### src/rtl/alu_pkg.sv
// Shared definitions for the shared-ALU arbiter slice.
//   RES_W         : ALU result width
//   OP_*          : 4-bit ALU opcodes (bit 3 set selects a 4-bit logic op)
//   state_t       : arbiter FSM states
package alu_pkg;

  localparam int RES_W = 6;

  localparam logic [3:0] OP_INC_A  = 4'h0;  // a + 1
  localparam logic [3:0] OP_DEC_A  = 4'h1;  // a - 1
  localparam logic [3:0] OP_DBL_A  = 4'h2;  // a * 2
  localparam logic [3:0] OP_INC_B  = 4'h3;  // b + 1
  localparam logic [3:0] OP_DEC_B  = 4'h4;  // b - 1
  localparam logic [3:0] OP_DBL_B  = 4'h5;  // b + b
  localparam logic [3:0] OP_ADD    = 4'h6;  // a + b
  localparam logic [3:0] OP_QUAD_A = 4'h7;  // a * 4
  localparam logic [3:0] OP_NOT_A  = 4'h8;
  localparam logic [3:0] OP_NOT_B  = 4'h9;
  localparam logic [3:0] OP_AND    = 4'hA;
  localparam logic [3:0] OP_OR     = 4'hB;
  localparam logic [3:0] OP_XOR    = 4'hC;
  localparam logic [3:0] OP_XNOR   = 4'hD;
  localparam logic [3:0] OP_NAND   = 4'hE;
  localparam logic [3:0] OP_NOR    = 4'hF;

  typedef enum logic [1:0] {
    IDLE = 2'd0,
    EXEC = 2'd1,
    RESP = 2'd2
  } state_t;

endpackage

### src/rtl/alu_core.sv
// Combinational 4-bit unsigned ALU, 16 ops, 6-bit result.
// Arithmetic ops wrap mod 64 on zero-extended operands; logic ops yield a
// 4-bit value zero-extended to 6 bits.
// Ports:
//   a, b : 4-bit operands
//   s    : 4-bit opcode
//   y    : 6-bit result
module alu_core
  import alu_pkg::*;
(
  input  logic [3:0]       a,
  input  logic [3:0]       b,
  input  logic [3:0]       s,
  output logic [RES_W-1:0] y
);

  logic [RES_W-1:0] w_a6;
  logic [RES_W-1:0] w_b6;

  assign w_a6 = {2'b00, a};
  assign w_b6 = {2'b00, b};

  always_comb begin
    y = '0;
    case (s)
      OP_INC_A:  y = w_a6 + 6'd1;
      OP_DEC_A:  y = w_a6 - 6'd1;
      OP_DBL_A:  y = {1'b0, a, 1'b0};
      OP_INC_B:  y = w_b6 + 6'd1;
      OP_DEC_B:  y = w_b6 - 6'd1;
      OP_DBL_B:  y = {1'b0, b, 1'b0};
      OP_ADD:    y = w_a6 + w_b6;
      OP_QUAD_A: y = {a, 2'b00};
      OP_NOT_A:  y = {2'b00, ~a};
      OP_NOT_B:  y = {2'b00, ~b};
      OP_AND:    y = {2'b00, a & b};
      OP_OR:     y = {2'b00, a | b};
      OP_XOR:    y = {2'b00, a ^ b};
      OP_XNOR:   y = {2'b00, ~(a ^ b)};
      OP_NAND:   y = {2'b00, ~(a & b)};
      OP_NOR:    y = {2'b00, ~(a | b)};
      default:   y = '0;
    endcase
  end

endmodule

### src/rtl/alu_share_arbiter.sv
// Round-robin arbiter sharing one alu_core among NUM_REQ requesters.
// One command is in flight at a time: IDLE (grant+latch) -> EXEC (compute,
// register result) -> RESP (hold result until the consumer accepts).
// Ports:
//   clk, rst_n            : clock, asynchronous active-low reset
//   req_valid/req_ready   : per-requester command handshake (ready one-hot)
//   req_op/req_a/req_b    : per-requester 4-bit slices, slice i at [4*i+:4]
//   rsp_valid/rsp_ready   : result handshake, result held under backpressure
//   rsp_id, rsp_y         : issuing requester index and ALU result
//   busy                  : high whenever a command is in flight
//   ops_done              : wrapping count of accepted responses
module alu_share_arbiter
  import alu_pkg::*;
#(
  parameter int NUM_REQ = 2,
  parameter int ID_W    = $clog2(NUM_REQ),
  parameter int CNT_W   = 16
) (
  input  logic                 clk,
  input  logic                 rst_n,
  input  logic [NUM_REQ-1:0]   req_valid,
  output logic [NUM_REQ-1:0]   req_ready,
  input  logic [4*NUM_REQ-1:0] req_op,
  input  logic [4*NUM_REQ-1:0] req_a,
  input  logic [4*NUM_REQ-1:0] req_b,
  output logic                 rsp_valid,
  input  logic                 rsp_ready,
  output logic [ID_W-1:0]      rsp_id,
  output logic [RES_W-1:0]     rsp_y,
  output logic                 busy,
  output logic [CNT_W-1:0]     ops_done
);

  state_t           r_state;
  state_t           w_next;

  logic [ID_W-1:0]  r_rr_ptr;
  logic [ID_W-1:0]  r_grant;
  logic [3:0]       r_op;
  logic [3:0]       r_a;
  logic [3:0]       r_b;
  logic             r_rsp_valid;
  logic [ID_W-1:0]  r_rsp_id;
  logic [RES_W-1:0] r_rsp_y;
  logic [CNT_W-1:0] r_ops_done;

  logic             w_any;
  logic [ID_W-1:0]  w_grant;
  logic [ID_W-1:0]  w_scan;
  logic [ID_W-1:0]  w_ptr_nxt;
  logic [3:0]       w_op_sel;
  logic [3:0]       w_a_sel;
  logic [3:0]       w_b_sel;
  logic [RES_W-1:0] w_alu_y;

  // Scan requesters starting at r_rr_ptr and wrapping; first valid one wins.
  always_comb begin
    w_any   = 1'b0;
    w_grant = '0;
    w_scan  = '0;
    for (int unsigned k = 0; k < NUM_REQ; k++) begin
      w_scan = ID_W'((32'(r_rr_ptr) + k) % NUM_REQ);
      if (!w_any && req_valid[w_scan]) begin
        w_any   = 1'b1;
        w_grant = w_scan;
      end
    end
  end

  // Explicit wrap so non-power-of-two NUM_REQ stays in range.
  assign w_ptr_nxt = (w_grant == ID_W'(NUM_REQ - 1)) ? '0 : w_grant + ID_W'(1);

  // Select the granted requester's command slices.
  always_comb begin
    w_op_sel = '0;
    w_a_sel  = '0;
    w_b_sel  = '0;
    for (int unsigned k = 0; k < NUM_REQ; k++) begin
      if (w_grant == ID_W'(k)) begin
        w_op_sel = req_op[4*k +: 4];
        w_a_sel  = req_a[4*k +: 4];
        w_b_sel  = req_b[4*k +: 4];
      end
    end
  end

  // FSM state register
  always_ff @(posedge clk or negedge rst_n) begin
    if (!rst_n) begin
      r_state <= IDLE;
    end else begin
      r_state <= w_next;
    end
  end

  // FSM next state
  always_comb begin
    w_next = r_state;
    case (r_state)
      IDLE:    if (w_any) w_next = EXEC;
      EXEC:    w_next = RESP;
      RESP:    if (rsp_ready) w_next = IDLE;
      default: w_next = IDLE;
    endcase
  end

  // FSM outputs: ready only toward the granted requester while idle.
  always_comb begin
    req_ready = '0;
    busy      = 1'b1;
    case (r_state)
      IDLE: begin
        busy = 1'b0;
        if (w_any) req_ready[w_grant] = 1'b1;
      end
      default: ;
    endcase
  end

  // Datapath: operand capture, result register, completion counter.
  always_ff @(posedge clk or negedge rst_n) begin
    if (!rst_n) begin
      r_rr_ptr    <= '0;
      r_grant     <= '0;
      r_op        <= '0;
      r_a         <= '0;
      r_b         <= '0;
      r_rsp_valid <= 1'b0;
      r_rsp_id    <= '0;
      r_rsp_y     <= '0;
      r_ops_done  <= '0;
    end else begin
      case (r_state)
        IDLE: begin
          if (w_any) begin
            r_op     <= w_op_sel;
            r_a      <= w_a_sel;
            r_b      <= w_b_sel;
            r_grant  <= w_grant;
            r_rr_ptr <= w_ptr_nxt;
          end
        end
        EXEC: begin
          r_rsp_y     <= w_alu_y;
          r_rsp_id    <= r_grant;
          r_rsp_valid <= 1'b1;
        end
        RESP: begin
          if (rsp_ready) begin
            r_rsp_valid <= 1'b0;
            r_ops_done  <= r_ops_done + CNT_W'(1);
          end
        end
        default: ;
      endcase
    end
  end

  alu_core u_alu (
    .a (r_a),
    .b (r_b),
    .s (r_op),
    .y (w_alu_y)
  );

  assign rsp_valid = r_rsp_valid;
  assign rsp_id    = r_rsp_id;
  assign rsp_y     = r_rsp_y;
  assign ops_done  = r_ops_done;

endmodule

### config.mk
export PLATFORM = sky130hd
export DESIGN_NAME = alu_share_arbiter
export DESIGN_NICKNAME = d
export VERILOG_FILES = /design/src/rtl/alu_pkg.sv /design/src/rtl/alu_core.sv /design/src/rtl/alu_share_arbiter.sv
export SDC_FILE = /design/constraint.sdc
export NUM_CORES = 1
export LEC_CHECK = 0
export CAP_MARGIN = 20
export CORE_ASPECT_RATIO = 0.8
export CORE_UTILIZATION = 50
export DETAILED_ROUTE_END_ITERATION = 8
export DONT_BUFFER_PORTS = 1
export SYNTH_ARGS = -nofsm -noshare
export SYNTH_HDL_FRONTEND = slang
export SYNTH_SLANG_ARGS = --single-unit
export TNS_END_PERCENT = 5
### constraint.sdc
create_clock -name clk -period 5.3 [get_ports clk]
set_input_delay 1.325 -clock clk [delete_from_list [all_inputs] [get_ports clk]]
set_output_delay 1.325 -clock clk [all_outputs]
set_load 0.005 [all_outputs]
==> impl_metrics.yaml <==
outcome:
  status: "completed"
route:
  first_iter_violations: 208
  viasPerCell: 5.99
  drtPass1Iterations: 6
  dr_total_vias: 2260
  drc: 0
  avgRoutedWirePerCell_um: 17.2
  wl_mm: 6.47
  ant_nets: 0
clock_tree:
  cts_setup_buffers: 0
  cts_hold_buf: 0
  cts_buffers: 5
  clock_path_buffers: 2
  cts_tree: "built"
  cts_root_buf: "clkbuf_8"
  ctsResizeCount: 0
  cts.sinks: 40
  clk_pin_slew_ps: 80
  htreeDepth: 2
  insertion_delay_ps: 300
synthesis:
  async_flop_share_pct: 100
  ys_warn_count: 0
  synth.distinct_cells: 63
  syn-cell-area_sq_mm: 0.00282
  synth_top_flop_cell: "dfrtp_1"
  synth_cells: 308
  synth-edff-count: 0
  ys_ff_latch: 40
  syn-mean-instance-area_sq_um: 9.17
  yosysSeqAreaShare_pct: 35.4
  synth_fp_nets: 354
global_routing:
  grt_pass1_vias: 2085
  grt_max_degree: 41
  use_met1_pct: 38.4
  top_usage_layer: "met1"
  grt_overflow_total: 0
  grt_pass1_wl_mm: 10.8
  grt_use_total_pct: 24.0
  use_met3_pct: 4.76
  met2_usage_pct: 31.7
  grt_antenna_before_repair: 0
timing:
  tightestPinTransition_ps: 978
  fin_tns_setup_ps: 0
  hold_viol_final: 0
  max_freq_mhz: 288
  fin_worst_skew_ps: 5.48
  maxSlewViolCount: 0
  relSlewSlack_pct: 34.4
  period_needed_ps: 3470
  finalCritPeriodShare_pct: 65.4
  final-setup-viol-count: 0
  rsz0062_at_grt: "false"
  timing.final.ws_setup_ps: 1830
place:
  place_hpwl_mm: 4.53
  placed_cells: 369
  pre_cts_ws_ps: 1840
  placed_area_sq_mm: 0.00282
  gp_congestion: 0.808
  port_buffers: 0
setup_path:
  required_ps: 3970
  critPathKind: "input pin to output port"
  cpMaxStageDelayCell: "nor2_1"
  cp.arrival_ps: 2140
  startpoint_type: "input pin"
  slowest_delay_ps: 690
  r2r_start: "r_op[0]"
  cp_max_fo: 14
  crit_chain: "inv_1 > o21ai_0 > nor2_1"
  startpoint: "req_valid[0]"
  crit_path_end_kind: "output port"
die:
  die_w_um: 86.0
  initial_core_util_pct: 52.0
  row_count: 24
  io_pins: 56
  coreArea_sq_mm: 0.00544
  fp.dieArea_sq_mm: 0.00595
  fp.dieH_um: 69.2
job:
  drv_cap: 0
pwr:
  p_clk_share_pct: 14.4
  switching_share_pct: 46.6
  peakVddDrop_mv: 0.335
  pwr-share-seq_pct: 33.7
  combPwrFrac_pct: 51.8
  cellPowerDensity_mw_per_mm2: 606
  power_leakage_nw: 1.32
  p_int_w: 0.000951
  p_sw_w: 0.000829
cells_and_area:
  insertedDiodeCount: 0
  layout_common_cells: "dfrtp_1, inv_1, nand2_1, xnor2_1, ha_1"
  fin_nets: 344
  final_area_sq_mm: 0.00294
  fillers: 518
  layout-drive-gt1-share_pct: 6.69
  final_common_cell: "dfrtp_1"
  syn2layout_area_growth_pct: 4.03
  final_cells: 377
worst_hold_path:
  hold_class: "flop to flop"
  min_from: "r_grant"
## metrics by stage
step	hold slack, ps	util [%]	total power (W)
floorplan	439	-	0.00134
global placement	479	51.9	0.00152
detailed placement	475	51.9	0.00152
CTS	496	54.1	0.00179
global route	511	54.1	0.00195
finish	490	54.1	0.00178
## critical path: cells and delay by family
family	cells	cell delay, ps
AND/OR/NAND/NOR	1	690
AO/OA/AOI/OAI	1	70
buffers and inverters	1	60
## final cells by class
| type | count | area [sq um] | area share (%) |
|---|---|---|---|
| Multi-Input combinational cell | 219 | 1590 | 54.2 |
| Sequential cell | 40 | 1000 | 34.1 |
| Inverter | 29 | 109 | 3.71 |
| Tap cell | 78 | 97.6 | 3.32 |
| Clock buffer | 5 | 68.8 | 2.34 |
| Clock inverter | 3 | 46.3 | 1.58 |
| Timing Repair Buffer | 3 | 22.5 | 0.767 |
## registers in the layout, summed over array words and instances, names as in the netlist
name       flops
rsp_valid      1
rsp_y          6
r_a            4
r_rr_ptr       1
r_b            4
ops_done      16
r_state        2
r_op           4
r_grant        1
rsp_id         1
## metal layers
metal	vias up	share of wire (%)
met5	-	0
met4	0	1.2
met3	7	5.4
met2	72	42
met1	1093	51
li1	1088	-
## worst paths after layout
kind                                     end  slack, ps  cells past startpoint
worst min-delay path                 r_grant        490                      1
max in group asynchronous            r_op[3]       4490                      0
min in group asynchronous           rsp_y[0]        710                      0
worst max-delay path            req_ready[1]       1830                      3
worst min register to register       r_grant        490                      1
worst max register to register      rsp_y[3]       2650                     10
## logic make-up after synthesis
logic type      synth area share, %
mux                           0.753
compound gates                 18.5
flops                          35.4
simple gates                   20.6
fa+ha+maj                      7.80
buf+inv                        8.15
xor+xnor                       8.68
## power groups by stage
stage          logic [W]  registers, W  clock network [W]
2_1_floorplan   0.000826      0.000509                  0
3_3_place_gp    0.000911      0.000605                  0
3_5_place_dp    0.000914      0.000605                  0
4_1_cts         0.000921      0.000600           0.000266
5_1_grt          0.00104      0.000624           0.000282
6_report        0.000923      0.000601           0.000257
## synth_stat cells, types with 4 or more instances
| cell type | n | area, sq um |
|---|---|---|
| nand4_1 | 7 | 43.8 |
| a21oi_1 | 11 | 55.1 |
| nor3_1 | 6 | 30.0 |
| nor2b_1 | 4 | 25.0 |
| nand2b_1 | 7 | 43.8 |
| buf_2 | 10 | 50.1 |
| a222oi_1 | 12 | 120 |
| xor2_1 | 9 | 78.8 |
| nor2_1 | 15 | 56.3 |
| a31oi_1 | 6 | 37.5 |
| dfrtp_1 | 40 | 1000 |
| nand2_1 | 28 | 105 |
| buf_4 | 5 | 37.5 |
| nand3_1 | 7 | 35.0 |
| ha_1 | 16 | 200 |
| xnor2_1 | 19 | 166 |
| o21ai_0 | 11 | 55.1 |
| and3_1 | 6 | 37.5 |
| inv_1 | 28 | 105 |
Note: power is estimated with default switching activity, not from simulation.
